$ cat src/rtl/amstrad_ga_regs.sv
// Gate Array / Plus ASIC I/O register front-end: snoops Z80 I/O writes, holds the
// RAM-config, MRER, RMR2, ROM-select and pen/palette state, and runs the Plus unlock detector.
module amstrad_ga_regs #(
  parameter int SEQ_LEN = 17
) (
  input  logic        CLK,
  input  logic        reset,
  input  logic        io_WR,
  input  logic [15:0] A,
  input  logic [7:0]  D,
  input  logic        plus_mode,
  input  logic        ram64k,
  output logic [7:0]  ram_config,
  output logic [7:0]  mrer,
  output logic [7:0]  rom_select,
  output logic [4:0]  rmr2,
  output logic [4:0]  pen,
  output logic        pal_we,
  output logic [4:0]  pal_idx,
  output logic [4:0]  pal_data,
  output logic        asic_unlocked
);

  localparam int IDX_W = $clog2(SEQ_LEN);
  localparam logic [IDX_W-1:0] LAST_IDX = IDX_W'(SEQ_LEN - 1);

  logic             old_wr;
  logic [IDX_W-1:0] idx;
  logic             wr_evt;
  logic             ga_hit;
  logic             ram_hit;
  logic             rom_hit;
  logic             crtc_hit;
  logic             unused_addr_bits;

  // Byte the ASIC expects at each position of the unlock sequence.
  function automatic logic [7:0] seq_byte(input logic [IDX_W-1:0] i);
    case (i)
      5'd0:    seq_byte = 8'hFF;
      5'd1:    seq_byte = 8'h00;
      5'd2:    seq_byte = 8'hFF;
      5'd3:    seq_byte = 8'h77;
      5'd4:    seq_byte = 8'hB3;
      5'd5:    seq_byte = 8'h51;
      5'd6:    seq_byte = 8'hA8;
      5'd7:    seq_byte = 8'hD4;
      5'd8:    seq_byte = 8'h62;
      5'd9:    seq_byte = 8'h39;
      5'd10:   seq_byte = 8'h9C;
      5'd11:   seq_byte = 8'h46;
      5'd12:   seq_byte = 8'h2B;
      5'd13:   seq_byte = 8'h15;
      5'd14:   seq_byte = 8'h8A;
      5'd15:   seq_byte = 8'hCD;
      default: seq_byte = 8'hEE;
    endcase
  endfunction

  assign wr_evt   = ~old_wr & io_WR;
  assign ga_hit   = (A[15:14] == 2'b01);
  assign ram_hit  = ~A[15] & (D[7:6] == 2'b11) & ~ram64k;
  assign rom_hit  = ~A[13];
  assign crtc_hit = ~A[14] & (A[9:8] == 2'b00);

  // Partial address decode: the remaining address bits are don't-care.
  assign unused_addr_bits = ^{A[12:10], A[7:0]};

  always_ff @(posedge CLK) begin
    // NOTE: reset wins over a coincident write event, so a write landing in reset is dropped.
    if (reset) begin
      old_wr        <= 1'b0;
      ram_config    <= '0;
      mrer          <= '0;
      rom_select    <= '0;
      rmr2          <= '0;
      pen           <= '0;
      pal_we        <= 1'b0;
      pal_idx       <= '0;
      pal_data      <= '0;
      asic_unlocked <= 1'b0;
      idx           <= '0;
    end else begin
      // NOTE: non-blocking throughout, so every decode below sees pre-edge pen/asic_unlocked.
      old_wr <= io_WR;
      pal_we <= 1'b0;

      if (wr_evt) begin
        if (ga_hit) begin
          case (D[7:6])
            2'b00: pen <= D[4] ? 5'h10 : {1'b0, D[3:0]};
            2'b01: begin
              pal_we   <= 1'b1;
              pal_idx  <= pen;
              pal_data <= D[4:0];
            end
            2'b10: begin
              if (asic_unlocked && D[5]) rmr2 <= D[4:0];
              else                       mrer <= D;
            end
            default: ;
          endcase
        end
        if (ram_hit) ram_config <= D;
        if (rom_hit) rom_select <= D;
      end

      // A mismatching 0xFF may itself be the start of a fresh sequence.
      if (!plus_mode) begin
        idx           <= '0;
        asic_unlocked <= 1'b0;
      end else if (wr_evt && crtc_hit) begin
        if (idx == LAST_IDX) begin
          asic_unlocked <= (D == seq_byte(LAST_IDX));
          idx           <= '0;
        end else if (D == seq_byte(idx)) begin
          idx <= idx + 1'b1;
        end else begin
          idx <= (D == 8'hFF) ? IDX_W'(1) : '0;
        end
      end
    end
  end

endmodule

$ cat config.mk
export PLATFORM = sky130hd
export DESIGN_NAME = amstrad_ga_regs
export DESIGN_NICKNAME = d
export VERILOG_FILES = /design/src/rtl/amstrad_ga_regs.sv
export SDC_FILE = /design/constraint.sdc
export NUM_CORES = 1
export LEC_CHECK = 0
export CAP_MARGIN = 25
export CORE_MARGIN = 3
export CORE_UTILIZATION = 44
export DETAILED_ROUTE_END_ITERATION = 8
export GPL_ROUTABILITY_DRIVEN = 0
export PLACE_DENSITY = 0.76
export SLEW_MARGIN = 40
export SYNTH_ARGS = -nofsm -noshare
export SYNTH_HDL_FRONTEND = slang
export SYNTH_SLANG_ARGS = --single-unit
$ cat constraint.sdc
create_clock -name CLK -period 3 [get_ports CLK]
set_input_delay 0.6 -clock CLK [delete_from_list [all_inputs] [get_ports CLK]]
set_output_delay 0.6 -clock CLK [all_outputs]
set_load 0.03 [all_outputs]
==> results.json <==
{
  "antenna_found_initial": 0,
  "ys_types": 55,
  "clock-sinks": 60,
  "synth_xor_area_frac": 0.02077,
  "netlist_top_cells_count": "dfxtp_1 (60), nand2_1 (39), nor2_1 (39)",
  "yosysSeqAreaShare": 0.4070,
  "io_buffers": 63,
  "final_area_sq_um": 4287,
  "nets": 491,
  "grt_max_degree": 47,
  "synth_fa_ha_area_frac": 0.03391,
  "maxSlewViolCount": 0,
  "grtUsageTotal": 0.2108,
  "root_buffer": "clkbuf_8",
  "fin_crit_sh": 1.009,
  "vias": 2907,
  "arrival_ns": 3.23,
  "outcome": "complete, but fails checks",
  "post-place-ws_ns": -0.4048,
  "tightestPinTransition_ns": 0.5631,
  "rows": 29,
  "clk_pin_slew_worst_paths_ns": 0.07,
  "synth-edff-count": 0,
  "path_max_fanout": 4,
  "dieHeight_um": 87.91,
  "ant_nets": 0,
  "grt_pass1_wl_um": 12700,
  "p_per_area_nw_per_um2": 436.4,
  "synth_compound_area_frac": 0.1721,
  "hold_viol_final": 0,
  "synth_async_sr_flop_share": 0,
  "place_hpwl_um": 5803,
  "yosysTopAreaCell": "dfxtp_1",
  "syn_avg_cell_area_sq_um": 8.482,
  "drive_gt1_frac": 0.2135,
  "setup_ws_ns": -0.02583,
  "die_w_um": 87.91,
  "coreArea_sq_um": 6422,
  "setup_viol": 1,
  "cts-htree-levels": 3,
  "violations": "setup timing",
  "yosysMostFrequentCell": "dfxtp_1",
  "maxSlewHeadroom": 0.6217,
  "holdWs_ns": 0.4547,
  "synth_area_sq_um": 2952,
  "synth_cells": 348,
  "viasPerCell": 5.424,
  "first_global_vias": 2735,
  "synth-seq-cells": 60,
  "start_util": 0.4596,
  "crit_path_end_kind": "register",
  "syn_to_final_growth_pct": 45.23,
  "yosys.area_share.simple": 0.2412,
  "drt-initial-drc-count": 204,
  "synth_top_area_frac": 0.4070,
  "synth_area_leaders": "dfxtp_1 (41%), mux2i_1 (6.4%), a21oi_1 (5.4%)",
  "route.detailed.wl_per_inst_um": 15.17,
  "required_ns": 3.21,
  "finalSetupTns_ns": -0.02583,
  "tritoncts": "done",
  "synth_top_family_by_area": "simple AND/OR/NAND/NOR gates",
  "diodes": 0,
  "clock_skew_ns": 0.008554,
  "synthMuxAreaShare": 0.07206,
  "dieArea_sq_um": 7727,
  "post_dp_cell_area_sq_um": 3981,
  "yosysWarnings": 0,
  "drc_errors": 0,
  "worstHoldPathType": "register to register",
  "layout_min_cycle_time_ns": 3.026,
  "grt-ovfl-total": 0,
  "clock_latency_ns": 0.34,
  "ff2ff_setup_slack_ns": 0.17,
  "p_leak_nw": 1.621,
  "worstSetupPathType": "input pin to register",
  "firstDrtPassIters": 4,
  "crit_start": "D[1]",
  "clock_path_buffers": 2,
  "routed_wl_um": 8131,
  "ir_worst_vdd_mv": 0.2010,
  "numCtsBuffers": 9,
  "worstReg2RegStart": "idx[0]$_SDFFE_PP0N_",
  "synthFlopType": "dfxtp_1",
  "fmax_ghz": 0.3305,
  "num_io_pins": 75,
  "reg2reg_depth": 12,
  "start_kind": "input pin",
  "drv_cap": 0,
  "syn_nets": 385,
  "postCtsHoldBufs": 0
}
cell usage in the layout, fill, tap and decap left out, drive strengths merged, types with 3 or more instances in the layout:
cell type,n
o22ai,4
clkbuf,10
nor4,3
o21ai,14
clkdlybuf4s50,62
a21oi,33
nand3,21
inv,8
xor2,5
buf,57
nand2b,8
a32oi,3
nand2,39
dfxtp,60
ha,8
bufinv,3
nor3,7
or3,3
nor2b,3
nor2,39
mux2i,19
nand3b,5
a31oi,4
area by class of cell:
cell class / count / area (sq um)
Tap cell: 77 / 96.34
Timing Repair Buffer: 120 / 1061
Sequential cell: 60 / 1201
Fill cell: 506 / 2136
Clock inverter: 6 / 111.4
Multi-Input combinational cell: 255 / 1649
Inverter: 8 / 30.03
Clock buffer: 10 / 137.6
metrics by stage:
step,util,instances,power (mW)
detailed placement,0.6199,517,0.9858
global route,0.6674,536,1.921
floorplan,-,348,0.9066
global placement,0.6199,517,0.9837
CTS,0.6591,533,1.879
finish,0.6674,536,1.871
cell families after synthesis:
| family | count (synthesis) |
|---|---|
| XOR/XNOR | 7 |
| AND/OR/NAND/NOR | 140 |
| adder cells (fa/ha/maj) | 8 |
| flip-flops | 60 |
| multiplexers | 21 |
| buffers and inverters | 33 |
| AO/OA/AOI/OAI | 79 |
routing by layer:
metal / routed length (um) / up-vias / share of wire / global-route usage
met1: 3372 / 1351 / 0.41 / 0.2507
met5: 0 / - / 0 / 0
met4: 287 / 0 / 0.035 / 0.1088
met2: 4053 / 91 / 0.50 / 0.3596
li1: - / 1439 / - / -
met3: 417 / 26 / 0.051 / 0.04045
critical path: stages:
cell and delay (ns):
clkdlybuf4s50_1 0.46, or4_1 0.54, o22ai_1 0.16, o32a_1 0.23, and2_4 0.20, a41oi_2 0.13
nand2_2 0.17, inv_2 0.07, ha_2 0.18, a2111o_1 0.30, o41ai_2 0.07, a211oi_1 0.12
power breakdown:
| group | internal [mW] | switching, mW | leakage (nW) |
|---|---|---|---|
| Clock | 0.574 | 0.326 | 0.122 |
| Combinational | 0.0742 | 0.0866 | 1.01 |
| Sequential | 0.805 | 0.00474 | 0.485 |
worst min-delay path by stage:
stage | from | to | slack, ns | cells after the start
after floorplan | idx[1]$_SDFFE_PP0N_ | idx[1]$_SDFFE_PP0N_ | 0.54 | 1
after global placement | mrer[7]$_SDFFE_PP0P_ | mrer[7]$_SDFFE_PP0P_ | 0.43 | 2
after detailed placement | pal_idx[0]$_SDFFE_PP0P_ | pal_idx[0]$_SDFFE_PP0P_ | 0.45 | 2
after CTS | pal_idx[0]$_SDFFE_PP0P_ | pal_idx[0]$_SDFFE_PP0P_ | 0.46 | 2
after global routing | pal_idx[4]$_SDFFE_PP0P_ | pal_idx[4]$_SDFFE_PP0P_ | 0.49 | 2
final | pal_idx[2]$_SDFFE_PP0P_ | pal_idx[2]$_SDFFE_PP0P_ | 0.45 | 2
repair_timing:
item / CTS / global route
buffers inserted: 0 / 3
cloned: 0 / 0
pin swaps: 0 / 7
gates resized for setup: 1 / 11
setup endpoints to repair: 2 / 7
Note: power is estimated with default switching activity, not from simulation.
